[src/rtl/count_wrap_monitor.sv]
// Observer for a 4-bit up/down counter: classifies each transition, tracks a signed
// net-wrap position and queues timestamped wrap events for a valid/ready consumer.
module count_wrap_monitor #(
   parameter int WRAP_W     = 8,
   parameter int TS_W       = 12,
   parameter int FIFO_DEPTH = 4
) (
   input  logic              clk,
   input  logic              reset,
   input  logic [3:0]        count_in,
   input  logic              cnt_clr,
   input  logic              err_clr,
   output logic              evt_valid,
   input  logic              evt_ready,
   output logic              evt_dir,
   output logic [TS_W-1:0]   evt_ts,
   output logic [WRAP_W-1:0] wrap_pos,
   output logic              err_jump,
   output logic              err_drop,
   output logic              err_ovf
);

   localparam int PTR_W = $clog2(FIFO_DEPTH);
   localparam logic [PTR_W:0] FULL_CNT = (PTR_W+1)'(FIFO_DEPTH);
   localparam logic [PTR_W:0] OCC_ONE  = (PTR_W+1)'(1);
   localparam logic [PTR_W-1:0] PTR_ONE = PTR_W'(1);
   localparam logic signed [WRAP_W-1:0] WRAP_MAX = {1'b0, {(WRAP_W-1){1'b1}}};
   localparam logic signed [WRAP_W-1:0] WRAP_MIN = {1'b1, {(WRAP_W-1){1'b0}}};
   localparam logic signed [WRAP_W-1:0] WRAP_ONE = WRAP_W'(1);

   function automatic logic signed [WRAP_W-1:0] wrap_step(
      input logic signed [WRAP_W-1:0] v,
      input logic                     down
   );
      return down ? (v - WRAP_ONE) : (v + WRAP_ONE);
   endfunction

   function automatic logic wrap_ovf(
      input logic signed [WRAP_W-1:0] v,
      input logic                     down
   );
      return down ? (v == WRAP_MIN) : (v == WRAP_MAX);
   endfunction

   logic [3:0]               prev;
   logic                     clr_q;
   logic                     primed;
   logic [TS_W-1:0]          ts;
   logic signed [WRAP_W-1:0] wrap_q;

   logic signed [4:0] diff;
   logic              is_up;
   logic              is_down;
   logic              is_jump;
   logic              wrap_evt;

   logic              dir_mem [FIFO_DEPTH];
   logic [TS_W-1:0]   ts_mem  [FIFO_DEPTH];
   logic [PTR_W-1:0]  wr_ptr;
   logic [PTR_W-1:0]  rd_ptr;
   logic [PTR_W:0]    occ;
   logic              last_dir;
   logic [TS_W-1:0]   last_ts;
   logic              full;
   logic              pop;
   logic              push;
   logic              drop;

   // Classification of (prev -> count_in); a pending clear masks everything
   always_comb begin
      diff    = $signed({1'b0, count_in}) - $signed({1'b0, prev});
      is_up   = 1'b0;
      is_down = 1'b0;
      is_jump = 1'b0;
      if (primed && !clr_q && (count_in != prev)) begin
         if (prev == 4'd15 && count_in == 4'd0)
            is_up = 1'b1;
         else if (prev == 4'd0 && count_in == 4'd15)
            is_down = 1'b1;
         else if (diff != 5'sd1 && diff != -5'sd1)
            is_jump = 1'b1;
      end
   end

   assign wrap_evt  = is_up | is_down;
   assign evt_valid = (occ != '0);
   assign full      = (occ == FULL_CNT);
   assign pop       = evt_valid & evt_ready;
   assign push      = wrap_evt & (~full | pop);
   assign drop      = wrap_evt & full & ~pop;

   // Sample stage: history, clear delay and free-running timestamp
   always_ff @(posedge clk) begin
      if (reset) begin
         prev   <= 4'd0;
         clr_q  <= 1'b0;
         primed <= 1'b0;
         ts     <= '0;
      end else begin
         prev   <= count_in;
         clr_q  <= cnt_clr;
         primed <= 1'b1;
         ts     <= ts + TS_W'(1);
      end
   end

   // Accounting stage: net wraps and sticky flags (a new set beats err_clr)
   always_ff @(posedge clk) begin
      if (reset) begin
         wrap_q   <= '0;
         err_jump <= 1'b0;
         err_drop <= 1'b0;
         err_ovf  <= 1'b0;
      end else begin
         if (wrap_evt)
            wrap_q <= wrap_step(wrap_q, is_down);
         err_jump <= is_jump | (err_jump & ~err_clr);
         err_drop <= drop | (err_drop & ~err_clr);
         err_ovf  <= (wrap_evt & wrap_ovf(wrap_q, is_down)) | (err_ovf & ~err_clr);
      end
   end

   assign wrap_pos = wrap_q;

   // Event FIFO control; the popped head is kept so outputs hold while empty
   always_ff @(posedge clk) begin
      if (reset) begin
         wr_ptr   <= '0;
         rd_ptr   <= '0;
         occ      <= '0;
         last_dir <= 1'b0;
         last_ts  <= '0;
      end else begin
         if (push)
            wr_ptr <= wr_ptr + PTR_ONE;
         if (pop) begin
            rd_ptr   <= rd_ptr + PTR_ONE;
            last_dir <= dir_mem[rd_ptr];
            last_ts  <= ts_mem[rd_ptr];
         end
         unique case ({push, pop})
            2'b10:   occ <= occ + OCC_ONE;
            2'b01:   occ <= occ - OCC_ONE;
            default: occ <= occ;
         endcase
      end
   end

   always_ff @(posedge clk) begin
      if (push && !reset) begin
         dir_mem[wr_ptr] <= is_down;
         ts_mem[wr_ptr]  <= ts;
      end
   end

   assign evt_dir = evt_valid ? dir_mem[rd_ptr] : last_dir;
   assign evt_ts  = evt_valid ? ts_mem[rd_ptr]  : last_ts;

endmodule

[config.mk]
export PLATFORM = sky130hd
export DESIGN_NAME = count_wrap_monitor
export DESIGN_NICKNAME = d
export VERILOG_FILES = /design/src/rtl/count_wrap_monitor.sv
export SDC_FILE = /design/constraint.sdc
export NUM_CORES = 1
export LEC_CHECK = 0
export ABC_AREA = 1
export BUFFER_PORTS_ARGS = -buffer_cell sky130_fd_sc_hd__clkbuf_2
export CAP_MARGIN = 20
export CORE_AREA = 2 2 101 103
export DETAILED_ROUTE_END_ITERATION = 7
export DIE_AREA = 0 0 103 105
export PLACE_DENSITY = 0.71
export SYNTH_ARGS = -nofsm -noshare
export SYNTH_HDL_FRONTEND = slang
export SYNTH_SLANG_ARGS = --single-unit
[constraint.sdc]
create_clock -name clk -period 2.49 [get_ports clk]
set_input_delay 0.498 -clock clk [delete_from_list [all_inputs] [get_ports clk]]
set_output_delay 0.498 -clock clk [all_outputs]
set_load 0.01 [all_outputs]
* Word-level counts from Yosys, hierarchy flattened
Memory sizes are Yosys's and may differ from the RTL's. A register that Yosys moved wholly into a read port is not among the register bits.
Index checks and enable logic that the tools add are counted.
** Word-level totals
- Flip-flop bits (word level) :: 49
- Memories kept :: 2
- Output and inout bits :: 25
- RAM bits :: 52
- Input port bits :: 9
** Memory list
- ts_mem :: depth 4, width 12, read ports 1, clocked after Yosys merged registers in 1, write ports 1, line 58 : logic [TS_W-1:0] ts_mem [FIFO_DEPTH];
- dir_mem :: depth 4, width 1, read ports 1, clocked after Yosys merged registers in 1, write ports 1, line 57 : logic dir_mem [FIFO_DEPTH];
** Operators by class
- Reductions and logical operators :: 12
- Add/subtract/negate cells :: 8
- Bitwise logic cells :: 16
- Equal/unequal tests :: 10
- Muxes and demuxes :: 21
** Operators with widths (number)
- 8-bit == test (second input constant) :: 2
- 1-bit 2-to-1 mux :: 14
- 12-bit by 1-bit adder with 12-bit output (second input constant) :: 1
- 12-bit 2-to-1 mux :: 1
- 8-bit by 2-bit adder with 8-bit output (second input constant) :: 1
- 1-bit bitwise AND :: 8
- 4-bit == test (second input constant) :: 2
- 4-bit zero test :: 2
- 2-bit 2-to-1 mux :: 4
- 8-bit 2-to-1 mux :: 1
- 8-bit by 2-bit subtractor with 8-bit output (second input constant) :: 1
- 1-bit logical AND :: 6
- 3-bit one-hot mux with 2 select lines :: 1
- 5-bit by 1-bit != test with 1-bit output (second input constant) :: 1
- 5-bit by 2-bit != test with 1-bit output (second input constant) :: 1
- 1-bit bitwise OR :: 5
- 4-bit by 4-bit subtractor with 5-bit output :: 1
- 2-bit by 1-bit adder with 2-bit output (second input constant) :: 2
- 4-bit != test :: 1
- 3-bit by 1-bit adder with 3-bit output (second input constant) :: 1
- 3-bit == test (second input constant) :: 1
- 1-bit inverter :: 3
- 3-bit nonzero test :: 1
- 3-bit by 1-bit subtractor with 3-bit output (second input constant) :: 1
- 4 further kinds :: 5

* Longest topological paths before layout
Gate-level depths: netlist of run 1.
- Depth in word-level cells :: 10
- Depth in mapped cells :: 17
- Gate-level depth less buffers :: 17

* Worst setup path before layout of run 1
OpenSTA, ideal clock, no wires.
- Path kind :: in2reg
- Start point :: in count_in[2]
- End point :: reg wrap_q[5], in the netlist wrap_pos[5]
- Data required time :: 2.370 ns
- Slack :: 0.001 ns
- Stages on the path :: 12
- Library setup time :: 0.120 ns
- Arrival :: 2.369 ns
- Cells stage by stage :: ha_1 nand2_2 nor2_4 nor2_4 nand2_2 inv_1 ha_1 a21oi_1 nand2_1 a21oi_1 xor2_1 a21oi_1
** On the way
- Longest elaborated chain between the ends :: 6
** Ends and longest elaborated chain
- start: declaration :: line 10 : input logic [3:0] count_in,
- 4-bit == test :: line 78 : else if (prev == 4'd0 && count_in == 4'd15)
- 1-bit logical AND :: line 78
- 1-bit 2-to-1 mux :: line 78
- 1-bit 2-to-1 mux :: line 76 : if (prev == 4'd15 && count_in == 4'd0)
- 1-bit 2-to-1 mux * :: line 75 : if (primed && !clr_q && (count_in != prev)) begin
- named net is_down :: line 53 : logic is_down;
- 8-bit 2-to-1 mux or 1-bit bitwise OR (tied branches) :: line 35, 85
- end signal: assignment :: line 116 : wrap_q <= wrap_step(wrap_q, is_down);
- end: declaration :: line 49 : logic signed [WRAP_W-1:0] wrap_q;
The timed path passes the listed nets; every way through them passes the cells marked *.
A chain may end at the register's enable or synchronous reset.

* Worst setup path in the final report of run 1
- Start point :: reg prev[1]
- End point :: reg wrap_q[4], in the netlist wrap_pos[4]
** On the way
- Longest elaborated chain between the ends :: 6
** Ends and longest elaborated chain
- start: declaration :: line 45 : logic [3:0] prev;
- start signal: assignment :: line 100 : prev <= count_in;
- 4-bit zero test :: line 78
- 1-bit logical AND :: line 78
- 1-bit 2-to-1 mux :: line 78
- 1-bit 2-to-1 mux :: line 76
- 1-bit 2-to-1 mux * :: line 75
- named net is_down :: line 53
- 8-bit 2-to-1 mux or 1-bit bitwise OR (tied branches) :: line 35, 85
Marked as above.

==> flow_summary.yaml, run 1 <==
timing:
  tns_ns: 0
  fin_ws_ns: 0.118
  maxSlewHeadroom: 0.737
  clock_skew_ns: 0.0151
  worstMarginPinSlew_ns: 0.394
  hold_slack_ns: 0.309
  period_needed_ns: 2.37
  slew_viol_final: 0
  finalCritPeriodShare: 0.952
  finalSetupViolations: 0
  hold_viol: 0
  max_freq_ghz: 0.422
synth:
  ys_ff_latch: 103
  synth_area_leader_cell: "edfxtp_1"
  ys_seq_area_frac: 0.558
  synthesis.nets: 523
  syn-cell-area_mm2: 0.00463
  ys_warn_count: 0
  ys_types: 37
  synth_top_area_share: 0.337
  syn_inst: 496
  syn_area_per_cell_um2: 9.33
  synthTopCellsByArea: "edfxtp_1, dfxtp_1, o21ai_0, inv_1, nand2_1"
cts:
  clockRootBuffer: "clkbuf_8"
  cts_inserted_buffers: 9
  clockBufferDepth: 2
  clk_pin_slew_worst_paths_ns: 0.09
  insertion_delay_ns: 0.37
  cts_tree: "done"
  hold_buffers: 0
  cts_sinks: 103
  cts_max_level: 3
global_route:
  grt_max_degree: 33
  grt_overflow: 0
  use_met3: 0.0475
  grt_pass1_vias: 3060
  gr-usage-met2: 0.270
  grt_use_met1: 0.211
  grt_antenna_before_repair: 0
  grt_pass1_wl_um: 13900
  top_usage_layer: "met2"
  grt_use_total: 0.166
finish:
  fin_nets: 573
  design_area_mm2: 0.00539
  nFillCells: 850
  diodes: 0
  area_growth_syn_to_layout_pct: 16.4
  drive_gt1_frac: 0.200
die:
  initial_utilization: 0.480
  die_width_um: 103
  fp.dieH_um: 105
  coreArea_mm2: 0.00964
  dieArea_mm2: 0.0108
  rows: 36
  io-pin-count: 34
detailed_routing:
  drt_wl_total_um: 8870
  drt-wirelength-per-cell_um: 13.0
  vias: 3427
  drtIter0Drc: 185
  ant_nets: 0
  dr.pass1.iters: 4
  route.detailed.drc: 0
  viasPerCell: 5.01
setup_path:
  endpoint_kind: "register"
  slowest_delay_ns: 0.36
  path_cells: "inv_2, ha_4, nand2_2, nor2_4, nor2_4, nand2_4, clkinvlp_4, buf_6, ha_4, nand2_1, o21ai_1, buf_4, xnor2_1, a21oi_1"
  crit_slowest_cell: "dfxtp_2"
  crit_type: "reg2reg"
  required_ns: 2.75
  worstSetupStartpointType: "register"
  crit_arrival_ns: 2.63
  crit_fanout: 6
placement:
  dpl_cell_area_mm2: 0.00505
  place.gp.congestion: 0.835
  port-buffer-count: 33
  place_ws_ns: -0.108
  place_hpwl_um: 5910
power_and_ir_drop:
  power_density_mw_per_mm2: 779
  max-vdd-ir-drop_uv: 413
  swShare: 0.334
  p_seq_frac: 0.473
  clock_power_share: 0.245
  power_switching_uw: 1400
  p_leak_uw: 0.00213
  combinationalPowerShare: 0.282
  p_int_uw: 2790
hold_path:
  hp-class: "in2reg"
outcome:
  outcome: "finished clean"
job:
  cap_violations: 0
-- layout make-up --
type | instances | area (um2) | share of cell area
flip-flops and latches | 103 | 2590 | 0.480
clock inverters | 7 | 70.1 | 0.0130
inverters | 67 | 262 | 0.0485
multi-input cells | 308 | 1780 | 0.331
repair buffers | 57 | 394 | 0.0732
well taps | 133 | 166 | 0.0309
clock buffers | 9 | 124 | 0.0230
-- synthesized netlist by cell type --
cell type	instances
o21bai_1	1
a21oi_2	2
nand2_2	2
clkbuf_1	5
nand3_1	18
ha_1	15
dfxtp_1	51
a211oi_2	2
nand2_4	2
nand2_1	58
fa_1	3
nor4_2	1
nand2_8	1
inv_4	1
nand3b_1	1
o21ai_1	6
and3_1	1
a21o_1	1
xnor2_1	2
buf_2	10
a21oi_1	43
o21ai_0	62
o22ai_1	13
inv_2	4
xor2_1	4
buf_8	1
nor3_1	5
nor2_4	2
inv_1	62
nor2_2	3
buf_4	1
o21ai_2	1
buf_1	1
nand4_1	4
edfxtp_1	52
nand3_2	1
nor2_1	54
-- registers in the layout, summed over array words and instances, names as in the netlist, 2 cells and up, named ones only --
signal / count
dir_mem: 4
last_ts: 12
occ: 3
prev: 4
rd_ptr: 2
ts: 12
ts_mem: 48
wr_ptr: 2
wrap_pos: 8
-- power groups by stage --
| stage | logic, uW | registers [uW] | clock network (uW) |
|---|---|---|---|
| floorplan | 863 | 1990 | 0 |
| global placement | 1150 | 2010 | 0 |
| detailed placement | 1190 | 2020 | 0 |
| CTS | 1190 | 1980 | 1050 |
| global route | 1360 | 2000 | 1110 |
| finish | 1180 | 1980 | 1030 |
-- final timing paths --
kind              cells after the start           to  slack, ns  startpoint
setup reg to reg                     14  wrap_pos[4]       0.12     prev[1]
hold reg to reg                       2     err_jump       0.47    err_jump
setup / recovery                     14  wrap_pos[4]       0.12     prev[1]
hold / removal                        3        clr_q       0.31     cnt_clr
-- metal layers --
metal  part of all wire  wire length [um]  up-vias
met1               0.45              3980     1585
met5                  0                 0        -
met2               0.50              4390       65
li1                   -                 -     1765
met3              0.043               377       12
met4              0.013               112        0
-- repair_timing --
action | 4_1_cts | 5_1_grt
resized for setup | 2 | 19
buffers inserted | 0 | 4
pin swaps | 0 | 2
setup endpoints to repair | 3 | 6
-- cell usage in the layout (no fill, tap or decap), types with 2 or more instances in the layout --
cell type   Yosys  final
o21ai_0        62     61
nor2_4          2      2
nand2_4         2      3
edfxtp_1       52     52
buf_4           1     18
inv_2           4      6
dfxtp_2         0      4
dfxtp_1        51     47
nand4_1         4      4
nand2_2         2      2
nor2_1         54     54
clkbuf_2        0     33
ha_4            0      6
nand2_1        58     57
inv_1          62     58
o22ai_1        13     13
a21oi_1        43     43
buf_12          0      3
nand3_2         1      2
nand3_1        18     17
a211oi_2        2      2
nor3_1          5      5
fa_1            3      3
nor2_2          3      3
ha_1           15      9
a21oi_2         2      2
inv_6           0      2
clkinvlp_4      0      2
xor2_1          4      4
buf_6           0      3
clkinv_2        0      2
xnor2_1         2      2
o21ai_1         6      7
clkbuf_8        0      9
-- stage by stage --
step           utilization  std cells  power, uW
2_1_floorplan            -        496       2860
3_3_place_gp         0.524        664       3160
3_5_place_dp         0.524        664       3210
4_1_cts              0.545        680       4220
5_1_grt              0.559        684       4470
6_report             0.559        684       4200
-- worst max-delay path: cells and delay by family, from the launching register on --
family,cells,cell delay [ns]
and+or+nand+nor,5,0.41
DFF,1,0.36
xor gates and xnor gates,1,0.12
adders and majority gates,2,0.54
buffers and inverters,4,0.58
AOI/OAI and AO/OA,2,0.25
-- cell families (layout without fill, tap and decap cells) --
kind of cell    Yosys count  in the layout  share of synthesized area
compound gates          131            131                      0.152
xor+xnor                  6              6                     0.0114
fa+ha+maj                18             18                     0.0535
buf+inv                  85            140                     0.0754
flops                   103            103                      0.558
simple gates            153            153                      0.150
(Power assumes the default switching activity.)
==> inputs of run 2 (changes only) <==
--- a/config.mk
+++ b/config.mk
@@ -8,10 +8,12 @@
 export ABC_AREA = 1
 export BUFFER_PORTS_ARGS = -buffer_cell sky130_fd_sc_hd__clkbuf_2
 export CAP_MARGIN = 20
-export CORE_AREA = 2 2 101 103
+export CELL_PAD_IN_SITES_DETAIL_PLACEMENT = 1
+export CELL_PAD_IN_SITES_GLOBAL_PLACEMENT = 1
+export CORE_AREA = 2 2 108 110
 export DETAILED_ROUTE_END_ITERATION = 7
-export DIE_AREA = 0 0 103 105
-export PLACE_DENSITY = 0.71
+export DIE_AREA = 0 0 110 112
+export PLACE_DENSITY = 0.78
 export SYNTH_ARGS = -nofsm -noshare
 export SYNTH_HDL_FRONTEND = slang
 export SYNTH_SLANG_ARGS = --single-unit
==> run 2 against run 1 <==
Critical path depth shrank 1. Count of clock-buffer cells in the layout up 4. Maximum frequency rose by 2.4%. Non-clock buffer count is 2 lower. Global-route usage increased by 2.2 points. Wire length is 25% higher. Core utilization fell by 6.8 points.
==> flow_summary.yaml, run 2 (same netlist as run 1, synthesis figures left out) <==
outcome:
  outcome: "finished clean"
timing:
  hold_slack_ns: 0.332
  clock_skew_ns: 0.00683
  maxSlewHeadroom: 0.753
  finalCritPeriodShare: 0.930
  slew_viol_final: 0
  max_freq_ghz: 0.432
  hold_viol: 0
  finalSetupViolations: 0
  fin_ws_ns: 0.174
  period_needed_ns: 2.32
  worstMarginPinSlew_ns: 0.370
cts:
  cts_inserted_buffers: 9
  cts_setup_buffers: 0
  clk_pin_slew_worst_paths_ns: 0.07
  clockRootBuffer: "clkbuf_16"
  clockBufferDepth: 2
  cts_tree: "done"
  cts_max_level: 3
  insertion_delay_ns: 0.35
  cts_sinks: 103
job:
  cap_violations: 0
global_route:
  grt_pass1_vias: 3661
  grt_antenna_before_repair: 0
  grt_overflow: 0
  grt_use_total: 0.188
  grt_max_degree: 33
  grt_pass1_wl_um: 17900
setup_path:
  regToRegEndpoint: "wrap_pos[5]"
  reg2reg_from: "prev[1]"
  crit_type: "reg2reg"
  crit_fanout: 7
  worstSetupStartpointType: "register"
  reg2regPathDepth: 13
  required_ns: 2.72
  crit_arrival_ns: 2.54
  r2r_slack_ns: 0.17
  endpoint_kind: "register"
detailed_routing:
  viasPerCell: 5.20
  vias: 3598
  met2_length_um: 5660
  wl_met1_um: 4860
  drtIter0Drc: 218
  ant_nets: 0
  routed.top_layer: "met4"
  drt_wl_total_um: 11100
  dr.pass1.iters: 4
  wl_met3_um: 416
  route.detailed.drc: 0
  drt-wirelength-per-cell_um: 16.0
die:
  die_width_um: 110
  rows: 39
  io-pin-count: 34
  fp.dieH_um: 112
  initial_utilization: 0.414
  coreArea_mm2: 0.0112
  dieArea_mm2: 0.0123
placement:
  port-buffer-count: 33
  dpl_cell_area_mm2: 0.00509
  place_ws_ns: -0.166
  place.gp.congestion: 0.829
  place_hpwl_um: 7390
power_and_ir_drop:
  power_density_mw_per_mm2: 852
  max-vdd-ir-drop_uv: 558
  total_power_uw: 4670
  p_leak_uw: 0.00217
finish:
  drive_gt1_frac: 0.184
  nFillCells: 1279
  design_area_mm2: 0.00549
  area_growth_syn_to_layout_pct: 18.5
  largest_register_ffs: 48
  fin_nets: 571
  mostFrequentLayoutCells: "o21ai_0, inv_1, nand2_1"
  regMostFlops: "ts_mem"
  layout_commonest_cell: "o21ai_0"
  reg.largest.list: "ts_mem (48), last_ts (12), ts (12)"
  diodes: 0
hold_path:
  hp-class: "in2reg"
  hold_start: "cnt_clr"
  worstHoldPathCells: 3
  min_to: "clr_q"
-- run 2: cell count changes in the layout (fill, tap and decap cells not counted), sizes merged --
cell and change:
clkinvlp -1, clkinv -2, clkbuf +4, buf -2
inv -1
-- run 2: final cells by class --
| cell class | instances | area [um2] | area share |
|---|---|---|---|
| Inverter | 67 | 265 | 0.0483 |
| Sequential cell | 103 | 2580 | 0.471 |
| Tap cell | 143 | 179 | 0.0326 |
| Timing Repair Buffer | 55 | 384 | 0.0700 |
| Clock inverter | 3 | 40.0 | 0.00730 |
| Multi-Input combinational cell | 308 | 1770 | 0.323 |
| Clock buffer | 13 | 262 | 0.0477 |
-- run 2: per-stage QoR --
| stage | cells | util | TNS, ns |
|---|---|---|---|
| floorplan | 496 | - | 0 |
| global placement | 676 | 0.456 | -0.0667 |
| detailed placement | 676 | 0.456 | -0.788 |
| CTS | 692 | 0.483 | 0 |
| global route | 692 | 0.491 | -0.0384 |
| finish | 692 | 0.491 | 0 |
-- run 2: critical path: stages (launching register included) --
cell     delay [ns]
dfxtp_1        0.35
inv_1          0.08
ha_1           0.29
nand2_1        0.12
nor2_4         0.05
nor2_4         0.10
nand2_4        0.08
inv_6          0.12
ha_4           0.23
a21oi_1        0.19
nand2_2        0.10
a21oi_1        0.18
xor2_1         0.19
a21oi_1        0.09
-- run 2: metal layers --
metal  GRT usage  vias to the layer above
met4      0.0532                        0
met1       0.227                     1758
met3      0.0416                       12
met2       0.333                       61
li1            -                     1767
met5           0                        -
-- run 2: worst max-delay path by stage --
stage                 from     endpoint  slack, ns  cells past startpoint
2_1_floorplan  count_in[2]  wrap_pos[5]     0.0008                     12
3_3_place_gp   count_in[0]  wrap_pos[7]      -0.02                     17
5_1_grt            prev[1]  wrap_pos[6]      -0.04                     14
4_1_cts            prev[1]  wrap_pos[7]      0.009                     17
6_report           prev[1]  wrap_pos[5]       0.17                     13
3_5_place_dp   count_in[0]  wrap_pos[6]      -0.17                     15
-- run 2: what timing repair did --
action,4_1_cts,5_1_grt
endpoints found under the setup margin,2,10
resized for setup,1,17
hold buffers,0,0
-- run 2: where the power goes --
part	switching [uW]	internal (uW)	total (uW)
Combinational	800	429	1230
Sequential	95.1	1910	2000
Clock	605	839	1440
==> inputs of run 3 (changes only) <==
--- a/config.mk
+++ b/config.mk
@@ -6,7 +6,7 @@
 export NUM_CORES = 1
 export LEC_CHECK = 0
 export ABC_AREA = 1
-export BUFFER_PORTS_ARGS = -buffer_cell sky130_fd_sc_hd__clkbuf_2
+export BUFFER_PORTS_ARGS = -buffer_cell sky130_fd_sc_hd__buf_2
 export CAP_MARGIN = 20
 export CELL_PAD_IN_SITES_DETAIL_PLACEMENT = 1
 export CELL_PAD_IN_SITES_GLOBAL_PLACEMENT = 1
@@ -17,3 +17,4 @@
 export SYNTH_ARGS = -nofsm -noshare
 export SYNTH_HDL_FRONTEND = slang
 export SYNTH_SLANG_ARGS = --single-unit
+export TNS_END_PERCENT = 100
==> run 3 against run 2 <==
Non-clock buffer count is 2 higher. Core utilization is 0.056 points higher. Maximum frequency is 1.1% higher. Flip-flop and latch count stayed put. Critical path type unchanged. Cell area is 0.11% higher. First-iteration DRC count is 23% higher. Final cell count is 0.29% higher.
==> flow_summary.yaml, run 3 (same netlist as run 1, synthesis figures left out) <==
outcome:
  outcome: "finished clean"
setup_path:
  regToRegEndpoint: "wrap_pos[5]"
  crit_arrival_ns: 2.52
  crit_fanout: 7
  reg2regPathDepth: 13
  r2r_slack_ns: 0.20
  required_ns: 2.72
  crit_path_end: "wrap_pos[5]"
  endpoint_kind: "register"
  reg2reg_from: "prev[1]"
  crit_path_start: "prev[1]"
  crit_type: "reg2reg"
  worstSetupStartpointType: "register"
detailed_routing:
  viasPerCell: 5.15
  ant_nets: 0
  drt-wirelength-per-cell_um: 15.9
  dr.pass1.iters: 4
  drt_wl_total_um: 11000
  vias: 3572
  route.detailed.drc: 0
  drtIter0Drc: 268
finish:
  nFillCells: 1283
  layout_commonest_cell: "o21ai_0"
  fin_nets: 573
  regArea_mm2: 0.00258
  reg.largest.list: "ts_mem (48), last_ts (12), ts (12)"
  diodes: 0
  fin_util: 0.492
  multi_input_area_mm2: 0.00177
  mostFrequentLayoutCells: "o21ai_0, inv_1, nand2_1"
  largest_register_ffs: 48
  drive_gt1_frac: 0.192
  regMostFlops: "ts_mem"
  area_growth_syn_to_layout_pct: 18.7
die:
  initial_utilization: 0.414
  io-pin-count: 34
  die_width_um: 110
  fp.dieH_um: 112
  rows: 39
  coreArea_mm2: 0.0112
  dieArea_mm2: 0.0123
timing:
  finalSetupViolations: 0
  finalCritPeriodShare: 0.921
  max_freq_ghz: 0.436
  period_needed_ns: 2.29
  hold_viol: 0
  worstMarginPinSlew_ns: 0.400
  clock_skew_ns: 0.00754
  slew_viol_final: 0
  maxSlewHeadroom: 0.733
  rsz0062_at_grt: "no"
  tns_ns: 0
cts:
  cts_max_level: 3
  clockRootBuffer: "clkbuf_16"
  cts_sinks: 103
  cts_tree: "done"
  clk_pin_slew_worst_paths_ns: 0.07
  insertion_delay_ns: 0.35
  clockBufferDepth: 2
  cts_inserted_buffers: 9
  hold_buffers: 0
placement:
  port-buffer-count: 33
  place.gp.congestion: 0.827
  place_hpwl_um: 7250
global_route:
  grt_antenna_before_repair: 0
  grt_max_degree: 31
  grt_pass1_wl_um: 17700
  grt_use_total: 0.188
  grt_pass1_vias: 3666
  grt_overflow: 0
power_and_ir_drop:
  p_leak_uw: 0.00218
  power_density_mw_per_mm2: 849
  max-vdd-ir-drop_uv: 571
hold_path:
  hold_start: "cnt_clr"
  hp-class: "in2reg"
job:
  cap_violations: 0
-- run 3: cell types whose count changed in the layout (fill, tap and decap cells not counted), sizes merged --
cell,delta
buf,+35
inv,+1
clkbuf,-35
clkinv,+1
-- run 3: where the power goes --
| group | internal (uW) | switching, uW |
|---|---|---|
| Combinational | 430 | 794 |
| Sequential | 1900 | 97.5 |
| Clock | 808 | 630 |
-- run 3: per-stage QoR --
stage	std cells	hold WS [ns]	power, uW	cell area, um2	worst slack, ns
after global routing	694	0.375	4960	5490	0.00183
after global placement	677	0.452	3180	5100	-0.0211
final	694	0.351	4670	5490	0.198
after floorplan	496	0.442	2860	4630	0.000831
after CTS	693	0.342	4710	5400	0.0380
after detailed placement	677	0.458	3260	5100	-0.197
-- run 3: worst min path at each step --
stage / to / slack, ns / cells past startpoint
global placement: register / 0.45 / 2
finish: clr_q / 0.35 / 3
global route: clr_q / 0.38 / 3
floorplan: register / 0.44 / 2
CTS: clr_q / 0.34 / 3
detailed placement: err_ovf / 0.46 / 2
-- run 3: routing by layer --
metal	wire [um]	vias to the layer above	global-route usage
met3	372	17	0.0439
met5	0	-	0
met1	4870	1734	0.230
li1	-	1767	-
met2	5600	54	0.322
met4	184	0	0.0608
-- run 3: final cells by class --
| type | count | share of cell area |
|---|---|---|
| Tap cell | 143 | 0.0326 |
| Inverter | 67 | 0.0474 |
| Clock buffer | 11 | 0.0442 |
| Multi-Input combinational cell | 308 | 0.323 |
| Timing Repair Buffer | 57 | 0.0720 |
| Clock inverter | 5 | 0.0103 |
| Sequential cell | 103 | 0.471 |
-- run 3: worst max-delay path: stages, from the launching register on --
cell	delay, ns
dfxtp_1	0.36
inv_1	0.09
ha_1	0.30
nand2_1	0.09
nor2_4	0.12
nor2_4	0.04
nand2_2	0.12
inv_4	0.10
ha_1	0.31
nand3_1	0.09
nand2_1	0.10
a21oi_2	0.16
xor2_1	0.20
a21oi_1	0.08
-- run 3: what timing repair did --
item | CTS | global route
buffers inserted | 0 | 1
gates resized for setup | 1 | 15
setup endpoints to repair | 1 | 13
hold endpoints to repair | 0 | 0
